==> config.mk <==
export PLATFORM = sky130hd
export DESIGN_NAME = apb_slave_multi
export DESIGN_NICKNAME = d
export VERILOG_FILES = /design/src/rtl/apb_slave_multi.sv
export SDC_FILE = /design/constraint.sdc
export NUM_CORES = 1
export LEC_CHECK = 0
export ABC_CLOCK_PERIOD_IN_PS = 3900
export CORE_AREA = 2 2 122 124
export DETAILED_ROUTE_END_ITERATION = 10
export DIE_AREA = 0 0 124 126
export PLACE_DENSITY = 0.89
export SLEW_MARGIN = 15
export SYNTH_ARGS = -nofsm -noshare
export SYNTH_HDL_FRONTEND = slang
export SYNTH_SLANG_ARGS = --single-unit
==> constraint.sdc <==
create_clock -name PCLK -period 3.9 [get_ports PCLK]
set_input_delay 0.78 -clock PCLK [delete_from_list [all_inputs] [get_ports PCLK]]
set_output_delay 0.78 -clock PCLK [all_outputs]
set_load 0.01 [all_outputs]
==> src/rtl/apb_slave_multi.sv <==
// APB slave bridging one requester to NUM_REGIONS register-file targets selected by an address field.
// Every output is registered; a zero-wait target costs one APB wait state, and a decode error completes at once.
module apb_slave_multi #(
  parameter int ADDR_WIDTH  = 32,
  parameter int DATA_WIDTH  = 32,
  parameter int STRB_WIDTH  = DATA_WIDTH / 8,
  parameter int NUM_REGIONS = 4,
  parameter int REGION_LSB  = 12,
  parameter int TIMEOUT     = 16
) (
  input  logic                              PCLK,
  input  logic                              PRESETn,
  input  logic                              PSELx,
  input  logic                              PENABLE,
  input  logic                              PWRITE,
  input  logic [ADDR_WIDTH-1:0]             PADDR,
  input  logic [DATA_WIDTH-1:0]             PWDATA,
  input  logic [STRB_WIDTH-1:0]             PSTRB,
  output logic                              PREADY,
  output logic                              PSLVERR,
  output logic [DATA_WIDTH-1:0]             PRDATA,
  output logic [NUM_REGIONS-1:0]            RegSEL,
  output logic                              RegENABLE,
  output logic                              RegWRITE,
  output logic [ADDR_WIDTH-1:0]             RegADDR,
  output logic [DATA_WIDTH-1:0]             RegWDATA,
  output logic [STRB_WIDTH-1:0]             RegSTRB,
  input  logic [NUM_REGIONS-1:0]            RegREADY,
  input  logic [NUM_REGIONS-1:0]            RegSLVERR,
  input  logic [NUM_REGIONS*DATA_WIDTH-1:0] RegRDATA
);

  localparam int RW = (NUM_REGIONS > 1) ? $clog2(NUM_REGIONS) : 1;
  localparam int NW = 1 << RW;
  // Bit i set when region code i maps to an existing target.
  localparam logic [NW-1:0]         REGION_OK  = {NW{1'b1}} >> (NW - NUM_REGIONS);
  localparam logic [ADDR_WIDTH-1:0] ALIGN_MASK = ADDR_WIDTH'(STRB_WIDTH - 1);
  localparam logic [7:0]            WAIT_LAST  = 8'(TIMEOUT - 1);

  typedef enum logic [1:0] {S_IDLE, S_REQ, S_DONE} state_t;

  state_t                  r_state;
  logic [7:0]              r_wait;
  logic                    r_pready;
  logic                    r_pslverr;
  logic [DATA_WIDTH-1:0]   r_prdata;
  logic [NUM_REGIONS-1:0]  r_reg_sel;
  logic                    r_reg_en;
  logic                    r_reg_write;
  logic [ADDR_WIDTH-1:0]   r_reg_addr;
  logic [DATA_WIDTH-1:0]   r_reg_wdata;
  logic [STRB_WIDTH-1:0]   r_reg_strb;

  logic [RW-1:0]           w_region;
  logic                    w_err;
  logic [NUM_REGIONS-1:0]  w_onehot;
  logic                    w_ready;
  logic                    w_slverr;
  logic                    w_req_exit;
  logic [DATA_WIDTH-1:0]   w_rdata;

  assign w_region = PADDR[REGION_LSB +: RW];
  assign w_err    = (|(PADDR & ALIGN_MASK)) | ~REGION_OK[w_region] | (~PWRITE & (|PSTRB));
  assign w_onehot = NUM_REGIONS'(1) << w_region;

  // The registered one-hot select masks off responses from every other target.
  assign w_ready    = |(RegREADY & r_reg_sel);
  assign w_slverr   = |(RegSLVERR & r_reg_sel);
  assign w_req_exit = !PSELx || w_ready || (r_wait == WAIT_LAST);

  always_comb begin
    w_rdata = '0;
    for (int i = 0; i < NUM_REGIONS; i++) begin
      if (r_reg_sel[i]) w_rdata = w_rdata | RegRDATA[i*DATA_WIDTH +: DATA_WIDTH];
    end
  end

  always_ff @(posedge PCLK or negedge PRESETn) begin
    if (!PRESETn) begin
      r_state     <= S_IDLE;
      r_wait      <= '0;
      r_pready    <= 1'b0;
      r_pslverr   <= 1'b0;
      r_prdata    <= '0;
      r_reg_sel   <= '0;
      r_reg_en    <= 1'b0;
      r_reg_write <= 1'b0;
      r_reg_addr  <= '0;
      r_reg_wdata <= '0;
      r_reg_strb  <= '0;
    end else begin
      case (r_state)
        S_IDLE: begin
          r_wait <= '0;
          if (PSELx && !PENABLE) begin
            if (w_err) begin
              r_state   <= S_DONE;
              r_pready  <= 1'b1;
              r_pslverr <= 1'b1;
              r_prdata  <= '0;
            end else begin
              r_state     <= S_REQ;
              r_reg_sel   <= w_onehot;
              r_reg_en    <= 1'b1;
              r_reg_write <= PWRITE;
              r_reg_addr  <= PADDR;
              r_reg_wdata <= PWRITE ? PWDATA : '0;
              r_reg_strb  <= PWRITE ? PSTRB : '0;
            end
          end
        end
        S_REQ: begin
          if (w_req_exit) begin
            r_reg_sel   <= '0;
            r_reg_en    <= 1'b0;
            r_reg_write <= 1'b0;
            r_reg_addr  <= '0;
            r_reg_wdata <= '0;
            r_reg_strb  <= '0;
          end
          // Abort wins over completion so no PREADY is issued to a departed requester.
          if (!PSELx) begin
            r_state <= S_IDLE;
            r_wait  <= '0;
          end else if (w_ready) begin
            r_state   <= S_DONE;
            r_pready  <= 1'b1;
            r_pslverr <= w_slverr;
            r_prdata  <= r_reg_write ? '0 : w_rdata;
          end else if (r_wait == WAIT_LAST) begin
            r_state   <= S_DONE;
            r_pready  <= 1'b1;
            r_pslverr <= 1'b1;
            r_prdata  <= '0;
          end else begin
            r_wait <= r_wait + 8'd1;
          end
        end
        S_DONE: begin
          r_state   <= S_IDLE;
          r_wait    <= '0;
          r_pready  <= 1'b0;
          r_pslverr <= 1'b0;
          r_prdata  <= '0;
        end
        default: r_state <= S_IDLE;
      endcase
    end
  end

  assign PREADY    = r_pready;
  assign PSLVERR   = r_pslverr;
  assign PRDATA    = r_prdata;
  assign RegSEL    = r_reg_sel;
  assign RegENABLE = r_reg_en;
  assign RegWRITE  = r_reg_write;
  assign RegADDR   = r_reg_addr;
  assign RegWDATA  = r_reg_wdata;
  assign RegSTRB   = r_reg_strb;

endmodule
==> run summary <==
Async S/R FF share, synth - 1.00
Port Buf Inserts - 316
Commonest cells post-synth - dfrtp_1, a22oi_1, nand2_1
Critical path required time - 4.18 ns
Tcrit/Tclk final - 0.717
Initial DRC count - 266
Initial DRT Pass Iterations - 5
Final Skew - 0.00957 ns
Max FO, Critical Path - 35
CTS Root Cell - clkbuf_16
Post-cts hold buffer count - 0
I/O Pins - 317
Synthesis Warnings - 0
CTS sink cnt - 118
Setup TNS - 0 ns
H-tree depth - 4
Placed insts - 963
GR Layer Usage met3 - 0.0779
Tot Pwr - 5460 uW
HPWL Detailed - 13,600 um
R2R Path Start - r_state[1]
Synth Area per Inst - 11.0 um^2
First-pass GRT wire length - 28,300 um
Setup Crit Path Kind - in2reg
Core ar. - 0.0143 mm^2
Synth cell types - 46
Post-route insts no fill - 997
Hold crit path type - in2async
Die area - 0.0156 mm^2
Setup bufs post-CTS - 0
Seq cells post-synth - 118
Register area share after synthesis - 0.543
Worst EP arrival - 3.07 ns
Crit Reg-Reg Endpoint - PRDATA[29]
Max Slew Vio Count - 0
Die Span Y - 126 um
Flip-flop and latch area - 0.00295 mm^2
Fraction of layout cells with a size suffix above 1 - 0.104
P per Cell Area - 581 mW/mm^2
Starting Density - 0.380
Wire per inst - 18.8 um
Clk buf depth - 2
Met1 usage - 0.287
Ranking of synthesized cells by area - dfrtp_1, a22oi_1, a22o_1
Total GRT Usage - 0.238
Initial antenna violation count - 3
Post-synth top area cell - dfrtp_1
Max-Cap Viols - 0
Largest net degree at the start of global routing - 108
Number of nets with antenna violations after routing - 0
Worst-margin pin slew - 0.645 ns
Synthesis-to-finish area growth - 72.8%
Die width - 124 um
Dominant cell by count in the synthesized netlist - dfrtp_1
Area of the multi-input gates - 0.00230 mm^2
Vias - 5,309
# setup viols final - 0
Clock transition at the registers of the reported paths - 0.06 ns
GRT overflow - 0
GR peak layer - met2
CTS tree - done
Total wire length - 18,800 um
FP Rows - 44
Mapped Area - 0.00544 mm^2
Clock Latency Late Sink - 0.41 ns
Final hold violation count - 0
Status - completed
Post-synth top area share - 0.543
Nets - 1,008
Vias per Instance - 5.32
Cell leakage power - 0.00399 uW
Global-route met2 utilization - 0.387
Crit start category - input port
Slew margin rel. - 0.570
FMAX - 358 MHz
Minimum clock period - 2.80 ns
Reg2reg setup slack - 1.44 ns
WHS - 0.210 ns
R2R depth - 7
Mapped Nets - 706
DRC - 0
GP Congestion - 0.758
EDFF count, synth - 0
Fillers - 1,111
Vias in the first global route - 5,275
Top FF cell, synth - dfrtp_1
Worst setup EP type - register
Post_cts resized - 0
Num CTS Buffers - 17
Unrepaired setup endpoints after global routing - no
Peak supply drop - 0.396 mV
Synthesized instance count - 496
## logic make-up after synthesis
group | after synthesis | synth area share
adder cells (fa/ha/maj) | 1 | 0.00230
AO/OA/AOI/OAI | 195 | 0.258
buffers and inverters | 48 | 0.0384
flip-flops | 118 | 0.543
AND/OR/NAND/NOR | 100 | 0.0881
multiplexers | 34 | 0.0704
## layout by cell type, fill, tap and decap left out, types with 2 or more instances in the layout
cell type,n
clkdlybuf4s50_1,315
dfrtp_1,118
a22oi_1,68
nand2_1,51
a22o_1,45
a21oi_1,37
mux2_2,31
o21ai_0,21
clkbuf_16,17
nand3_1,14
nor2_1,11
buf_4,10
and2_1,4
a21o_1,4
o21ai_1,4
clkinvlp_4,4
diode_2,3
inv_1,3
mux2_1,3
o211ai_1,3
clkinv_2,3
bufinv_16,3
buf_12,3
nand2b_1,2
or2_2,2
nand4_1,2
nor2b_1,2
o31ai_1,2
clkbuf_8,2
## state kept, by name (all words and copies together), names as in the netlist
register,cells
r_state,2
RegENABLE,1
RegWRITE,1
RegWDATA,32
PREADY,1
RegADDR,32
r_wait,8
PSLVERR,1
PRDATA,32
RegSTRB,4
RegSEL,4
## per-layer routing
layer / routed length [um] / vias to the layer above / part of all wire
met5: 0 / - / 0
met4: 563 / 0 / 0.030
met3: 1910 / 36 / 0.10
met2: 9100 / 265 / 0.49
met1: 7180 / 2541 / 0.38
li1: - / 2467 / -
## through the flow
stage	utilization	setup slack [ns]	area (um^2)
5_1_grt	0.656	1.02	9400
4_1_cts	0.656	1.11	9390
3_5_place_dp	0.614	0.683	8780
6_report	0.656	1.10	9400
3_3_place_gp	0.614	0.735	8780
2_1_floorplan	-	1.23	5440
## where the power goes
| part | switching, uW | leakage (uW) | internal (uW) |
|---|---|---|---|
| combinational | 951 | 0.00212 | 1120 |
| sequential | 238 | 0.00158 | 1540 |
| clock | 571 | 0.000287 | 1030 |
## worst max-delay path by stage
stage                   from         end  cells after the start
detailed placement  PSTRB[2]  PRDATA[29]                      7
finish              PSTRB[2]  PRDATA[29]                      7
global route        PSTRB[2]  PRDATA[29]                      7
floorplan           PSTRB[2]  PRDATA[10]                      6
global placement    PSTRB[2]  PRDATA[23]                      7
CTS                 PSTRB[2]  PRDATA[29]                      7
## critical path, cell delays in order
cell	delay [ns]
clkdlybuf4s50_1	0.43
or4_4	0.57
a21oi_2	0.21
nor4b_1	0.10
a311oi_4	0.34
buf_12	0.26
mux2_1	0.36
## final cells by class
cell class / instances / share of cell area
flip-flops and latches: 118 / 0.314
well taps: 184 / 0.0245
multi-input cells: 330 / 0.245
diodes: 3 / 0.000799
clock inverters: 12 / 0.0162
clock buffers: 19 / 0.0482
inverters: 3 / 0.00120
repair buffers: 328 / 0.350
Note: power is estimated with default switching activity, not from simulation.
